--- src/rtl/wordcount_pkg.sv ---
// Shared definitions for the word-count accumulator array and its read-out path.
package wordcount_pkg;
  localparam int DEFAULT_ADDR_WIDTH = 14;
  // Field positions inside a 64-bit array word.
  localparam int KEY_LSB   = 32;
  localparam int COUNT_LSB = 0;

  // Host-facing record. The index is carried at full address-bus width.
  typedef struct packed {
    logic [31:0] key;
    logic [31:0] count;
    logic [31:0] index;
  } wc_rec_t;

  typedef enum logic [1:0] {
    ST_IDLE,
    ST_SCAN,
    ST_DRAIN,
    ST_DONE
  } dump_state_t;
endpackage

--- src/rtl/dump_fifo2.sv ---
// Two-entry synchronous FIFO. The head entry sits in its own register, so the
// output is flop-driven and holds steady until it is popped.
module dump_fifo2 #(
  parameter int W = 96
) (
  input  logic         clk,
  input  logic         reset,
  input  logic         push_i,
  input  logic [W-1:0] din_i,
  input  logic         pop_i,
  output logic [W-1:0] dout_o,
  output logic         valid_o,
  output logic [1:0]   count_o
);
  logic [W-1:0] head_q, head_d, tail_q, tail_d;
  logic [1:0]   cnt_q, cnt_d;
  logic         pop;

  assign pop     = pop_i && (cnt_q != 2'd0);
  assign dout_o  = head_q;
  assign valid_o = (cnt_q != 2'd0);
  assign count_o = cnt_q;

  // Next head/tail/occupancy for every push/pop combination.
  always_comb begin
    head_d = head_q;
    tail_d = tail_q;
    cnt_d  = cnt_q;
    if (pop && push_i) begin
      if (cnt_q == 2'd1) begin
        head_d = din_i;
      end else begin
        head_d = tail_q;
        tail_d = din_i;
      end
    end else if (pop) begin
      head_d = tail_q;
      cnt_d  = cnt_q - 2'd1;
    end else if (push_i && cnt_q != 2'd2) begin
      if (cnt_q == 2'd0) head_d = din_i;
      else               tail_d = din_i;
      cnt_d = cnt_q + 2'd1;
    end
  end

  // Storage and occupancy registers; reset flushes the queue.
  always_ff @(posedge clk) begin
    if (reset) begin
      head_q <= '0;
      tail_q <= '0;
      cnt_q  <= 2'd0;
    end else begin
      head_q <= head_d;
      tail_q <= tail_d;
      cnt_q  <= cnt_d;
    end
  end
endmodule

--- src/rtl/accum_dump.sv ---
// Scans the accumulator array in ascending address order and streams occupied
// entries out over valid/ready. Reads are only issued when the output FIFO is
// guaranteed room for the returning word, so no read data is ever dropped.
module accum_dump
  import wordcount_pkg::*;
#(
  parameter int ADDR_WIDTH = DEFAULT_ADDR_WIDTH,
  parameter bit SKIP_ZERO  = 1'b1
) (
  input  logic                  clk,
  input  logic                  reset,
  input  logic                  start_i,
  output logic                  busy_o,
  output logic                  done_o,
  output logic [31:0]           rd_addr_o,
  input  logic [63:0]           rd_q_i,
  output logic                  out_valid_o,
  input  logic                  out_ready_i,
  output logic [31:0]           out_key_o,
  output logic [31:0]           out_count_o,
  output logic [ADDR_WIDTH-1:0] out_index_o,
  output logic [ADDR_WIDTH:0]   entry_cnt_o
);
  localparam int W = 64 + ADDR_WIDTH;
  localparam logic [ADDR_WIDTH:0] ENT_MAX = {1'b1, {ADDR_WIDTH{1'b0}}};

  dump_state_t           state_q, state_d;
  logic [ADDR_WIDTH-1:0] idx_q, idx_d;
  logic [ADDR_WIDTH-1:0] ret_idx_q, last_addr_q, addr;
  logic [ADDR_WIDTH:0]   entry_q;
  logic                  inflight_q;
  logic                  issue, pop, push, accept;
  logic [2:0]            occ;
  logic [31:0]           ret_cnt;
  logic [1:0]            fcnt;
  logic [W-1:0]          fdout;

  assign pop     = out_valid_o && out_ready_i;
  // Occupancy plus the word already on its way must leave a free slot after
  // this cycle's pop for the read we are about to issue.
  assign occ     = {1'b0, fcnt} + {2'b0, inflight_q};
  assign issue   = (state_q == ST_SCAN) && (occ < (3'd2 + {2'b0, pop}));
  assign accept  = (state_q == ST_IDLE) && start_i;
  assign ret_cnt = rd_q_i[COUNT_LSB +: 32];
  assign push    = inflight_q && !(SKIP_ZERO && ret_cnt == 32'd0);

  assign addr      = (state_q == ST_IDLE) ? '0 : (issue ? idx_q : last_addr_q);
  assign rd_addr_o = {{(32-ADDR_WIDTH){1'b0}}, addr};
  assign busy_o    = (state_q != ST_IDLE);
  assign done_o    = (state_q == ST_DONE);
  assign entry_cnt_o = entry_q;
  assign {out_key_o, out_count_o, out_index_o} = fdout;

  dump_fifo2 #(.W(W)) u_fifo (
    .clk     (clk),
    .reset   (reset),
    .push_i  (push),
    .din_i   ({rd_q_i[KEY_LSB +: 32], ret_cnt, ret_idx_q}),
    .pop_i   (pop),
    .dout_o  (fdout),
    .valid_o (out_valid_o),
    .count_o (fcnt)
  );

  // Scan sequencing: next state and next read index.
  always_comb begin
    state_d = state_q;
    idx_d   = idx_q;
    case (state_q)
      ST_IDLE: if (start_i) begin
        state_d = ST_SCAN;
        idx_d   = '0;
      end
      ST_SCAN: if (issue) begin
        idx_d = idx_q + 1'b1;
        if (idx_q == {ADDR_WIDTH{1'b1}}) state_d = ST_DRAIN;
      end
      ST_DRAIN: if (!inflight_q && fcnt == 2'd0) state_d = ST_DONE;
      ST_DONE:  state_d = ST_IDLE;
      default:  state_d = ST_IDLE;
    endcase
  end

  // State, in-flight read tracking and the record counter.
  always_ff @(posedge clk) begin
    if (reset) begin
      state_q     <= ST_IDLE;
      idx_q       <= '0;
      inflight_q  <= 1'b0;
      ret_idx_q   <= '0;
      last_addr_q <= '0;
      entry_q     <= '0;
    end else begin
      state_q    <= state_d;
      idx_q      <= idx_d;
      inflight_q <= issue;
      if (issue) begin
        ret_idx_q   <= idx_q;
        last_addr_q <= idx_q;
      end else if (accept) begin
        last_addr_q <= '0;
      end
      if (accept)                         entry_q <= '0;
      else if (push && entry_q != ENT_MAX) entry_q <= entry_q + 1'b1;
    end
  end
endmodule

--- config.mk ---
export PLATFORM = sky130hd
export DESIGN_NAME = accum_dump
export DESIGN_NICKNAME = d
export VERILOG_FILES = /design/src/rtl/wordcount_pkg.sv /design/src/rtl/dump_fifo2.sv /design/src/rtl/accum_dump.sv
export SDC_FILE = /design/constraint.sdc
export NUM_CORES = 1
export LEC_CHECK = 0
export BUFFER_PORTS_ARGS = -buffer_cell sky130_fd_sc_hd__buf_4
export CAP_MARGIN = 20
export CORE_MARGIN = 2
export CORE_UTILIZATION = 51
export CTS_BUF_LIST = sky130_fd_sc_hd__clkbuf_8
export DETAILED_ROUTE_END_ITERATION = 8
export PLACE_DENSITY = 0.78
export SKIP_LAST_GASP = 1
export SYNTH_ARGS = -nofsm -noshare
export SYNTH_HDL_FRONTEND = slang
export SYNTH_SLANG_ARGS = --single-unit
--- constraint.sdc ---
create_clock -name clk -period 2.2 [get_ports clk]
set_input_delay 0.22 -clock clk [delete_from_list [all_inputs] [get_ports clk]]
set_output_delay 0.22 -clock clk [all_outputs]
set_load 0.02 [all_outputs]
==> results.json, run 1 <==
{
  "pwr-share-comb": 0.417,
  "drive_gt1_frac": 0.314,
  "ant_nets": 0,
  "synth_ff_type": "dfxtp_1",
  "grt_max_degree": 142,
  "synth-edff-count": 0,
  "first_iter_violations": 831,
  "rows": 49,
  "async_flop_share": 0,
  "worst_slack_ns": -0.619,
  "violations": "setup timing",
  "rsz0062_at_grt": "true",
  "ir_drop_uv": 926,
  "yosys.cell_types.count": 60,
  "die_y_um": 139,
  "io_buffer_count": 177,
  "synth_cells": 1091,
  "design_area_um2": 13000,
  "required_ns": 1.98,
  "firstDrtPassIters": 5,
  "cts_buffers": 37,
  "final_common_cell": "buf_4",
  "ios": 196,
  "mostFrequentLayoutCells": "220 x buf_4, 215 x dfxtp_1, 202 x nand2_1",
  "vias": 9314,
  "htree_levels": 2,
  "overflow": 0,
  "synth_seq_cells": 218,
  "period_share": 1.28,
  "root_buffer": "clkbuf_8",
  "antenna_found_initial": 0,
  "clock_sinks": 218,
  "syn2layout_area_growth_pct": 39.5,
  "clockBufferDepth": 3,
  "r2r_end": "idx_q[12]",
  "critPathBufInv": 2,
  "grt_use_total": 0.279,
  "internal-power_mw": 9.32,
  "setup_viol": 40,
  "placed_area_um2": 11200,
  "n_antenna_cell": 0,
  "arrival_ns": 2.60,
  "worst_pin_slew_ns": 0.911,
  "final_nets": 1434,
  "crit_chain": "ha_4 > ha_4 > or4b_4 > and2_4 > nor2_4 > clkbuf_16 > nand2_2 > a21oi_4 > buf_6",
  "route.detailed.drc": 0,
  "powerDensity_nw_per_um2": 1180,
  "avgSynthCellArea_um2": 8.52,
  "cts_tree": "done",
  "first_global_vias": 8794,
  "clk_latency_ns": 0.52,
  "pwr-share-seq": 0.339,
  "multiInputGateArea_um2": 4790,
  "switching_share": 0.391,
  "start_util": 0.519,
  "seq_area_frac_synth": 0.469,
  "cap_violations": 0,
  "leakagePower_nw": 5.24,
  "dp_hpwl_um": 16700,
  "grt_first_pass_wirelength_um": 45200,
  "reg2reg_slack_ns": -0.19,
  "hold_start": "start_i",
  "chipWidth_um": 139,
  "period_minus_slack_ns": 2.82,
  "finalWeightedCongestion": 0.879,
  "coreArea_um2": 17900,
  "final-seq-area_um2": 4370,
  "routed_wirelength_um": 29000,
  "vias_per_cell": 5.79,
  "fin_skew_ns": 0.0201,
  "cp_max_fo": 7,
  "start_kind": "flip-flop",
  "crit-reg2reg-launch": "u_fifo.count_o[0]",
  "wire_per_inst_um": 18.0,
  "cp_common_cell": "ha_4",
  "ff2ff_path_depth": 10,
  "min_to": "idx_q[1]",
  "slowest_delay_ns": 0.50,
  "instances_no_fill": 1610,
  "dp_cells": 1470,
  "final_max_slew_viol_count": 0,
  "setup_tns_ns": -9.69,
  "end_kind": "primary output",
  "critPathKind": "reg -> out",
  "die-area_um2": 19300,
  "clock_power_share": 0.244,
  "fmax_mhz": 355,
  "hp-class": "in -> reg",
  "status": "finished, violations left",
  "synth_area_um2": 9300,
  "switchingPower_mw": 5.99,
  "crit_family": "simple AND/OR/NAND/NOR gates",
  "clk_pin_slew_ns": 0.06,
  "finalHoldViolations": 0,
  "hold_depth": 3,
  "slowest_stage": "or4b_4",
  "max-slew-margin-rel": 0.393,
  "ys_warn_count": 0,
  "fill_cells": 1313
}
==> final cells by class <==
type,instances,area share
Multi-Input combinational cell,774,0.369
Sequential cell,218,0.337
Timing Repair Buffer,310,0.208
Clock buffer,51,0.0541
Tap cell,229,0.0221
Clock inverter,16,0.00618
Inverter,12,0.00347
==> registers in the layout, indices dropped and copies added, names as in the netlist <==
signal	cells
u_fifo.dout_o	78
u_fifo.tail_q	78
entry_cnt_o	15
idx_q	14
last_addr_q	14
ret_idx_q	14
state_q	2
u_fifo.count_o	2
inflight_q	1
==> layer usage <==
metal	vias up	GRT usage	share of wire	wire length [um]
li1	4363	-	-	-
met1	4465	0.360	0.42	12200
met2	414	0.468	0.48	14100
met3	72	0.0508	0.067	1950
met4	0	0.100	0.029	851
met5	-	0	0	0
==> power groups by stage <==
stage,Sequential [mW],Combinational (mW),Clock [mW]
2_1_floorplan,5.85,2.92,0
3_3_place_gp,5.21,5.78,0
3_5_place_dp,5.23,5.85,0
4_1_cts,5.16,6.19,3.77
5_1_grt,5.26,6.75,3.98
6_report,5.19,6.38,3.74
==> worst reg2reg max path, stage by stage (launching register included) <==
cell	delay (ns)
dfxtp_2	0.34
ha_4	0.17
ha_4	0.15
or4b_4	0.50
buf_4	0.16
buf_4	0.13
a311oi_2	0.26
buf_4	0.19
nand3_1	0.11
xor2_1	0.18
nor2_1	0.05
==> worst max path at each step <==
| stage | start | endpoint | slack, ns | cells past startpoint |
|---|---|---|---|---|
| floorplan | u_fifo.count_o[1] | rd_addr_o[7] | 0.01 | 8 |
| global placement | u_fifo.count_o[0] | idx_q[11] | -0.08 | 8 |
| detailed placement | u_fifo.count_o[0] | idx_q[11] | -0.11 | 8 |
| CTS | u_fifo.count_o[0] | rd_addr_o[0] | -0.63 | 9 |
| global route | u_fifo.count_o[0] | rd_addr_o[12] | -0.69 | 9 |
| finish | u_fifo.count_o[0] | rd_addr_o[9] | -0.62 | 9 |
==> cells by family (layout without fill, tap and decap cells) <==
group,count (synthesis),after routing,synth area share
compound gates,330,330,0.248
xor+xnor,15,15,0.0141
fa+ha+maj,13,13,0.0175
buf+inv,116,389,0.0604
flops,218,218,0.469
mux,3,3,0.00350
other cells,1,18,0.000403
simple gates,395,395,0.186
==> per-stage QoR <==
step | power (mW) | worst slack, ns | hold slack [ns] | utilization
6_report | 15.3 | -0.619 | 0.0437 | 0.724
4_1_cts | 15.1 | -0.632 | 0.0186 | 0.719
3_5_place_dp | 11.1 | -0.114 | 0.448 | 0.625
2_1_floorplan | 8.77 | 0.0115 | 0.356 | -
5_1_grt | 16.0 | -0.689 | 0.0473 | 0.724
3_3_place_gp | 11.0 | -0.0790 | 0.443 | 0.625
==> cells in the mapped netlist (13+ instances only) <==
library cell / n / share of area
nand2_1: 220 / 0.089
dfxtp_1: 218 / 0.47
a21oi_1: 196 / 0.11
nor2_1: 103 / 0.042
clkbuf_1: 58 / 0.023
o221a_2: 58 / 0.070
o221a_1: 20 / 0.024
buf_4: 18 / 0.015
buf_2: 16 / 0.0086
a22o_1: 13 / 0.012
ha_1: 13 / 0.017
==> what timing repair did <==
action / 4_1_cts / 5_1_grt
hold buffers: 65 / 0
hold endpoints to repair: 65 / 0
pin swaps: 10 / 9
cloned: 1 / 0
setup endpoints to repair: 26 / 60
buffers inserted: 6 / 1
gates resized for setup: 41 / 26
Power figures use the tool's default switching activity.
==> run 2: changes to the inputs <==
--- a/config.mk
+++ b/config.mk
@@ -15,4 +15,5 @@
 export SKIP_LAST_GASP = 1
 export SYNTH_ARGS = -nofsm -noshare
 export SYNTH_HDL_FRONTEND = slang
+export SYNTH_HIERARCHICAL = 1
 export SYNTH_SLANG_ARGS = --single-unit
==> run 2 against run 1 <==
The flow still finishes with violations (setup timing). Register-to-register slack improved by 0.06 ns. Routed wire length increased by 14%. Non-clock buffer count increased by 20. Area after synthesis increased by 3.4%. First-iteration DRC count increased by 6.5%. Synthesized cell count increased by 9.9%. Total power decreased by 0.58%. Count of clock-buffer cells in the layout decreased by 1. Sequential cell count unchanged. Critical endpoint unchanged.
==> results.json, run 2 <==
{
  "status": "finished, violations left",
  "violations": "setup timing",
  "first_iter_violations": 885,
  "ios": 196,
  "wire_per_inst_um": 19.0,
  "setup_tns_ns": -5.42,
  "hp-class": "in -> reg",
  "overflow": 0,
  "synth-simple-area-share": 0.218,
  "synth.top_cells.by_area": "dfxtp_1 45%, nand2_1 12%, a21oi_1 9.1%",
  "setup_viol": 55,
  "powerDensity_nw_per_um2": 1090,
  "fmax_mhz": 396,
  "synthMuxAreaShare": 0.00547,
  "critPathBufInv": 3,
  "routed_wirelength_um": 33000,
  "p_total_mw": 15.2,
  "yosys.cell_types.count": 64,
  "placed_area_um2": 11400,
  "cts_tree": "done",
  "arrival_ns": 2.31,
  "io_buffer_count": 177,
  "synth_xor_area_frac": 0.00820,
  "worst_slack_ns": -0.325,
  "vias_per_cell": 5.87,
  "grt_first_pass_wirelength_um": 44400,
  "synth_top_area_share": 0.454,
  "crit_family": "buffers and inverters",
  "grt_use_total": 0.268,
  "synthTopCellsByCount": "298 x nand2_1, 218 x dfxtp_1, 175 x a21oi_1",
  "synth-edff-count": 0,
  "synth_seq_cells": 218,
  "firstDrtPassIters": 7,
  "rsz0062_at_grt": "true",
  "seq_area_frac_synth": 0.454,
  "instances_no_fill": 1740,
  "critPathKind": "reg -> out",
  "met2_usage": 0.456,
  "n_antenna_cell": 0,
  "drive_gt1_frac": 0.295,
  "grt_max_degree": 89,
  "clk_latency_ns": 0.52,
  "clk_pin_slew_ns": 0.06,
  "crit_chain": "ha_4 > ha_4 > or2_4 > a21oi_4 > buf_12 > buf_12 > nand2_4 > a21oi_4 > buf_6",
  "syn2layout_area_growth_pct": 45.8,
  "async_flop_share": 0,
  "synth_top_cell_by_area": "dfxtp_1",
  "route.detailed.drc": 0,
  "final_max_slew_viol_count": 0,
  "avgSynthCellArea_um2": 8.02,
  "worst_pin_slew_ns": 0.711,
  "fin_skew_ns": 0.0242,
  "dp_hpwl_um": 16700,
  "clockBufferDepth": 3,
  "vias": 10219,
  "ant_nets": 0,
  "root_buffer": "clkbuf_8",
  "synth_cells": 1199,
  "finalHoldViolations": 0,
  "synth_ff_type": "dfxtp_1",
  "cap_violations": 0,
  "slowest_stage": "dfxtp_2",
  "start_util": 0.518,
  "mostFrequentLayoutCells": "281 x nand2_1, 215 x dfxtp_1, 207 x buf_4",
  "slowest_delay_ns": 0.34,
  "final_common_cell": "nand2_1",
  "max-slew-margin-rel": 0.526,
  "rows": 50,
  "synth_most_common_cell": "nand2_1",
  "synth_fa_ha_area_frac": 0.0156,
  "coreArea_um2": 18600,
  "ir_drop_uv": 610,
  "final_nets": 1559,
  "dp_slack_ns": -0.0952,
  "chipWidth_um": 141,
  "gr-max-usage-layer": "met2",
  "cp_max_fo": 6,
  "antenna_found_initial": 0,
  "dp_cells": 1577,
  "period_share": 1.15,
  "synth_compound_area_frac": 0.231,
  "ys_warn_count": 6,
  "synth_top_family_by_area": "compound AO/OA/AOI/OAI gates",
  "cts_buffers": 38,
  "first_global_vias": 9086,
  "synth_area_um2": 9620,
  "grt_use_met1": 0.341,
  "fin_util": 0.754,
  "clock_sinks": 218,
  "grtUsageMet3": 0.0479,
  "design_area_um2": 14000,
  "htree_levels": 2,
  "die_y_um": 141,
  "period_minus_slack_ns": 2.53,
  "leakagePower_nw": 5.76,
  "start_kind": "flip-flop",
  "required_ns": 1.98,
  "finalWeightedCongestion": 0.860,
  "end_kind": "primary output",
  "die-area_um2": 20000,
  "holdWs_ns": 0.0833
}
## run 2: cell count changes after synthesis, moves of 21 or more
cell	previous run	this run
a211oi_1	3	60
o221a_2	58	0
nand2_1	220	298
a21oi_1	196	175
o21ai_1	0	22
## run 2: cell families (layout without fill, tap and decap cells)
logic type | count (synthesis) | count (layout)
flops | 218 | 218
mux | 5 | 5
fa+ha+maj | 12 | 12
xor+xnor | 9 | 9
simple gates | 489 | 489
buf+inv | 122 | 412
compound gates | 343 | 343
other cells | 1 | 18
## run 2: timing repair
action	4_1_cts	5_1_grt
endpoints found under the setup margin	19	172
cloned	2	18
hold buffers	64	0
gates resized for setup	46	69
hold endpoints to repair	124	0
buffers inserted	9	19
pin swaps	14	38
## run 2: final timing paths
kind                     startpoint                end  slack (ns)  cells after the start
setup / recovery  u_fifo/count_o[0]       rd_addr_o[9]       -0.33                      9
hold / removal                reset  u_fifo/count_o[0]        0.08                      2
setup reg to reg  u_fifo/count_o[0]   u_fifo/tail_q[1]       -0.13                     11
hold reg to reg   u_fifo/tail_q[72]  u_fifo/tail_q[72]        0.46                      2
## run 2: routing by layer
| metal | wire (um) | vias up |
|---|---|---|
| li1 | - | 4686 |
| met1 | 12700 | 4827 |
| met2 | 16100 | 570 |
| met3 | 2720 | 136 |
| met4 | 1500 | 0 |
| met5 | 0 | - |
## run 2: final cells by class
class	instances	area, um2
Sequential cell	218	4370
Tap cell	234	293
Clock inverter	17	90.1
Timing Repair Buffer	330	3400
Multi-Input combinational cell	876	5120
Inverter	15	56.3
Fill cell	1236	4560
Clock buffer	50	688
## run 2: report_power, final
| part | switching (mW) | leakage, nW | total [mW] | internal [mW] |
|---|---|---|---|---|
| registers | 0.394 | 1.77 | 4.94 | 4.55 |
| clock network | 1.63 | 0.459 | 3.76 | 2.14 |
| logic | 3.73 | 3.54 | 6.52 | 2.79 |
| total | 5.75 | 5.76 | 15.2 | 9.47 |
## run 2: worst register-to-register path, stage by stage (launching register included)
cell,delay (ns)
dfxtp_2,0.37
inv_1,0.10
ha_4,0.19
inv_2,0.07
buf_4,0.15
and2_4,0.19
mux2i_4,0.27
and3_4,0.32
buf_12,0.14
clkbuf_16,0.18
nand2_1,0.09
a21oi_1,0.19
==> run 3: changes to the inputs <==
--- a/config.mk
+++ b/config.mk
@@ -7,11 +7,12 @@
 export LEC_CHECK = 0
 export BUFFER_PORTS_ARGS = -buffer_cell sky130_fd_sc_hd__buf_4
 export CAP_MARGIN = 20
+export CORE_ASPECT_RATIO = 0.75
 export CORE_MARGIN = 2
-export CORE_UTILIZATION = 51
+export CORE_UTILIZATION = 44
 export CTS_BUF_LIST = sky130_fd_sc_hd__clkbuf_8
 export DETAILED_ROUTE_END_ITERATION = 8
-export PLACE_DENSITY = 0.78
+export PLACE_DENSITY = 0.69
 export SKIP_LAST_GASP = 1
 export SYNTH_ARGS = -nofsm -noshare
 export SYNTH_HDL_FRONTEND = slang
==> run 3 against run 2 <==
The flow still finishes with violations (setup timing). Clock skew decreased by 0.0071 ns. Sequential power about the same. Sequential cell count unchanged. Critical path depth unchanged. Combinational power decreased by 6.4%. Clock power decreased by 8.2%. Cell count increased by 2.8%. Core utilization decreased by 12 points. Via count decreased by 6.6%. First-iteration DRC count decreased by 6.1%. Final area decreased by 3.0%. Critical path type unchanged.
==> results.json, run 3 (synthesis results as in run 2) <==
{
  "drive_gt1_frac": 0.285,
  "powerDensity_nw_per_um2": 1070,
  "final_common_cell": "nand2_1",
  "min_to": "idx_q[0]",
  "violations": "setup timing",
  "io_buffer_count": 177,
  "clock_sinks": 218,
  "finalHoldViolations": 0,
  "multiInputGateArea_um2": 5040,
  "syn2layout_area_growth_pct": 41.4,
  "status": "finished, violations left",
  "n_antenna_cell": 0,
  "setup_tns_ns": -3.46,
  "ios": 196,
  "period_minus_slack_ns": 2.47,
  "final_max_slew_viol_count": 0,
  "route.detailed.drc": 0,
  "fmax_mhz": 405,
  "hold_depth": 2,
  "antenna_found_initial": 0,
  "grt_use_total": 0.231,
  "clk_pin_slew_ns": 0.06,
  "final_nets": 1561,
  "ff2ff_path_depth": 10,
  "crit_chain": "ha_4 > ha_4 > nand4bb_4 > buf_6 > a21oi_4 > buf_8 > nand2_4 > a21oi_4 > buf_6",
  "end_kind": "primary output",
  "ant_nets": 0,
  "crit_start": "u_fifo/count_o[0]",
  "first_global_vias": 8757,
  "worst_slack_ns": -0.270,
  "dp_slack_ns": -0.130,
  "ir_drop_uv": 548,
  "r2r_end": "u_fifo/dout_o[54]",
  "worst_pin_slew_ns": 0.692,
  "required_ns": 1.98,
  "clk_latency_ns": 0.51,
  "cp_max_fo": 5,
  "first_iter_violations": 831,
  "coreArea_um2": 21300,
  "grt_first_pass_wirelength_um": 44400,
  "vias_per_cell": 5.34,
  "die_y_um": 132,
  "vias": 9545,
  "fin_skew_ns": 0.0171,
  "cts_tree": "done",
  "final-seq-area_um2": 4370,
  "slowest_delay_ns": 0.34,
  "instances_no_fill": 1788,
  "routed_wirelength_um": 29600,
  "fin_util": 0.639,
  "root_buffer": "clkbuf_8",
  "start_kind": "flip-flop",
  "critPathKind": "reg -> out",
  "overflow": 0,
  "htree_levels": 2,
  "start_util": 0.452,
  "grt_max_degree": 110,
  "mostFrequentLayoutCells": "283 x nand2_1, 227 x buf_4, 215 x dfxtp_1",
  "hp-class": "in -> reg",
  "period_share": 1.12,
  "reg2reg_slack_ns": 0.07,
  "crit-reg2reg-launch": "u_fifo/count_o[1]",
  "rows": 46,
  "max-slew-margin-rel": 0.539,
  "finalWeightedCongestion": 0.822,
  "setup_viol": 14,
  "cts_buffers": 37,
  "wire_per_inst_um": 16.6,
  "hold_start": "reset",
  "clockBufferDepth": 3,
  "dp_cells": 1645,
  "cap_violations": 0,
  "holdWs_ns": 0.0318,
  "fill_cells": 1770,
  "dp_hpwl_um": 17500,
  "die-area_um2": 23100,
  "slowest_stage": "dfxtp_2",
  "arrival_ns": 2.25,
  "rsz0062_at_grt": "true",
  "firstDrtPassIters": 6,
  "chipWidth_um": 175,
  "leakagePower_nw": 5.53
}
run 3: cell count changes in the layout (fill, tap and decap cells not counted), sizes merged:
| cell | change |
|---|---|
| dlygate4sd3 | +9 |
| buf | +11 |
| inv | -4 |
| and2 | +2 |
| clkbuf | -15 |
| dlymetal6s4s | -11 |
| clkinvlp | +2 |
run 3: what timing repair did:
action	in CTS	in global routing
setup endpoints to repair	14	85
buffers inserted	8	7
endpoints found under the hold margin	122	0
gates resized for setup	42	41
hold buffers	62	0
cloned	1	13
pin swaps	10	30
run 3: worst max-delay path by stage:
stage                                    to  slack (ns)  cells after the start
final                          rd_addr_o[2]       -0.27                      9
after global routing           rd_addr_o[2]       -0.35                      9
after CTS                      rd_addr_o[3]       -0.33                      9
after detailed placement  u_fifo/dout_o[36]       -0.13                     11
after global placement     u_fifo/dout_o[6]       -0.08                     11
after floorplan                rd_addr_o[0]        0.02                      8
run 3: worst max-delay path, delay by kind of cell (launching register included):
family,cells,cell delay [ns]
buffers and inverters,3,0.45
AO/OA/AOI/OAI,2,0.35
flip-flops,1,0.34
adder cells (fa/ha/maj),2,0.31
AND/OR/NAND/NOR,2,0.27
run 3: metal layers:
layer / track usage / share of wire / vias up
li1: - / - / 4666
met1: 0.322 / 0.46 / 4504
met2: 0.367 / 0.46 / 333
met3: 0.0430 / 0.067 / 42
met4: 0.0602 / 0.015 / 0
met5: 0 / 0 / -
run 3: cell type report:
class                   count  area share
clock inverters            15     0.00662
well taps                 288      0.0265
multi-input cells         878       0.371
repair buffers            331       0.227
clock buffers              43      0.0435
inverters                  15     0.00414
flip-flops and latches    218       0.321
run 3: stage by stage:
stage               instance area, um2  power, mW
detailed placement               11600       10.2
global route                     13600       15.2
CTS                              13100       13.9
finish                           13600       14.5
global placement                 11600       10.1
floorplan                         9730       8.12
run 3: power breakdown:
part	total [mW]	switching, mW	leakage, nW	internal, mW
sequential	4.95	0.399	1.77	4.55
clock	3.45	1.58	0.388	1.88
combinational	6.10	3.48	3.38	2.62
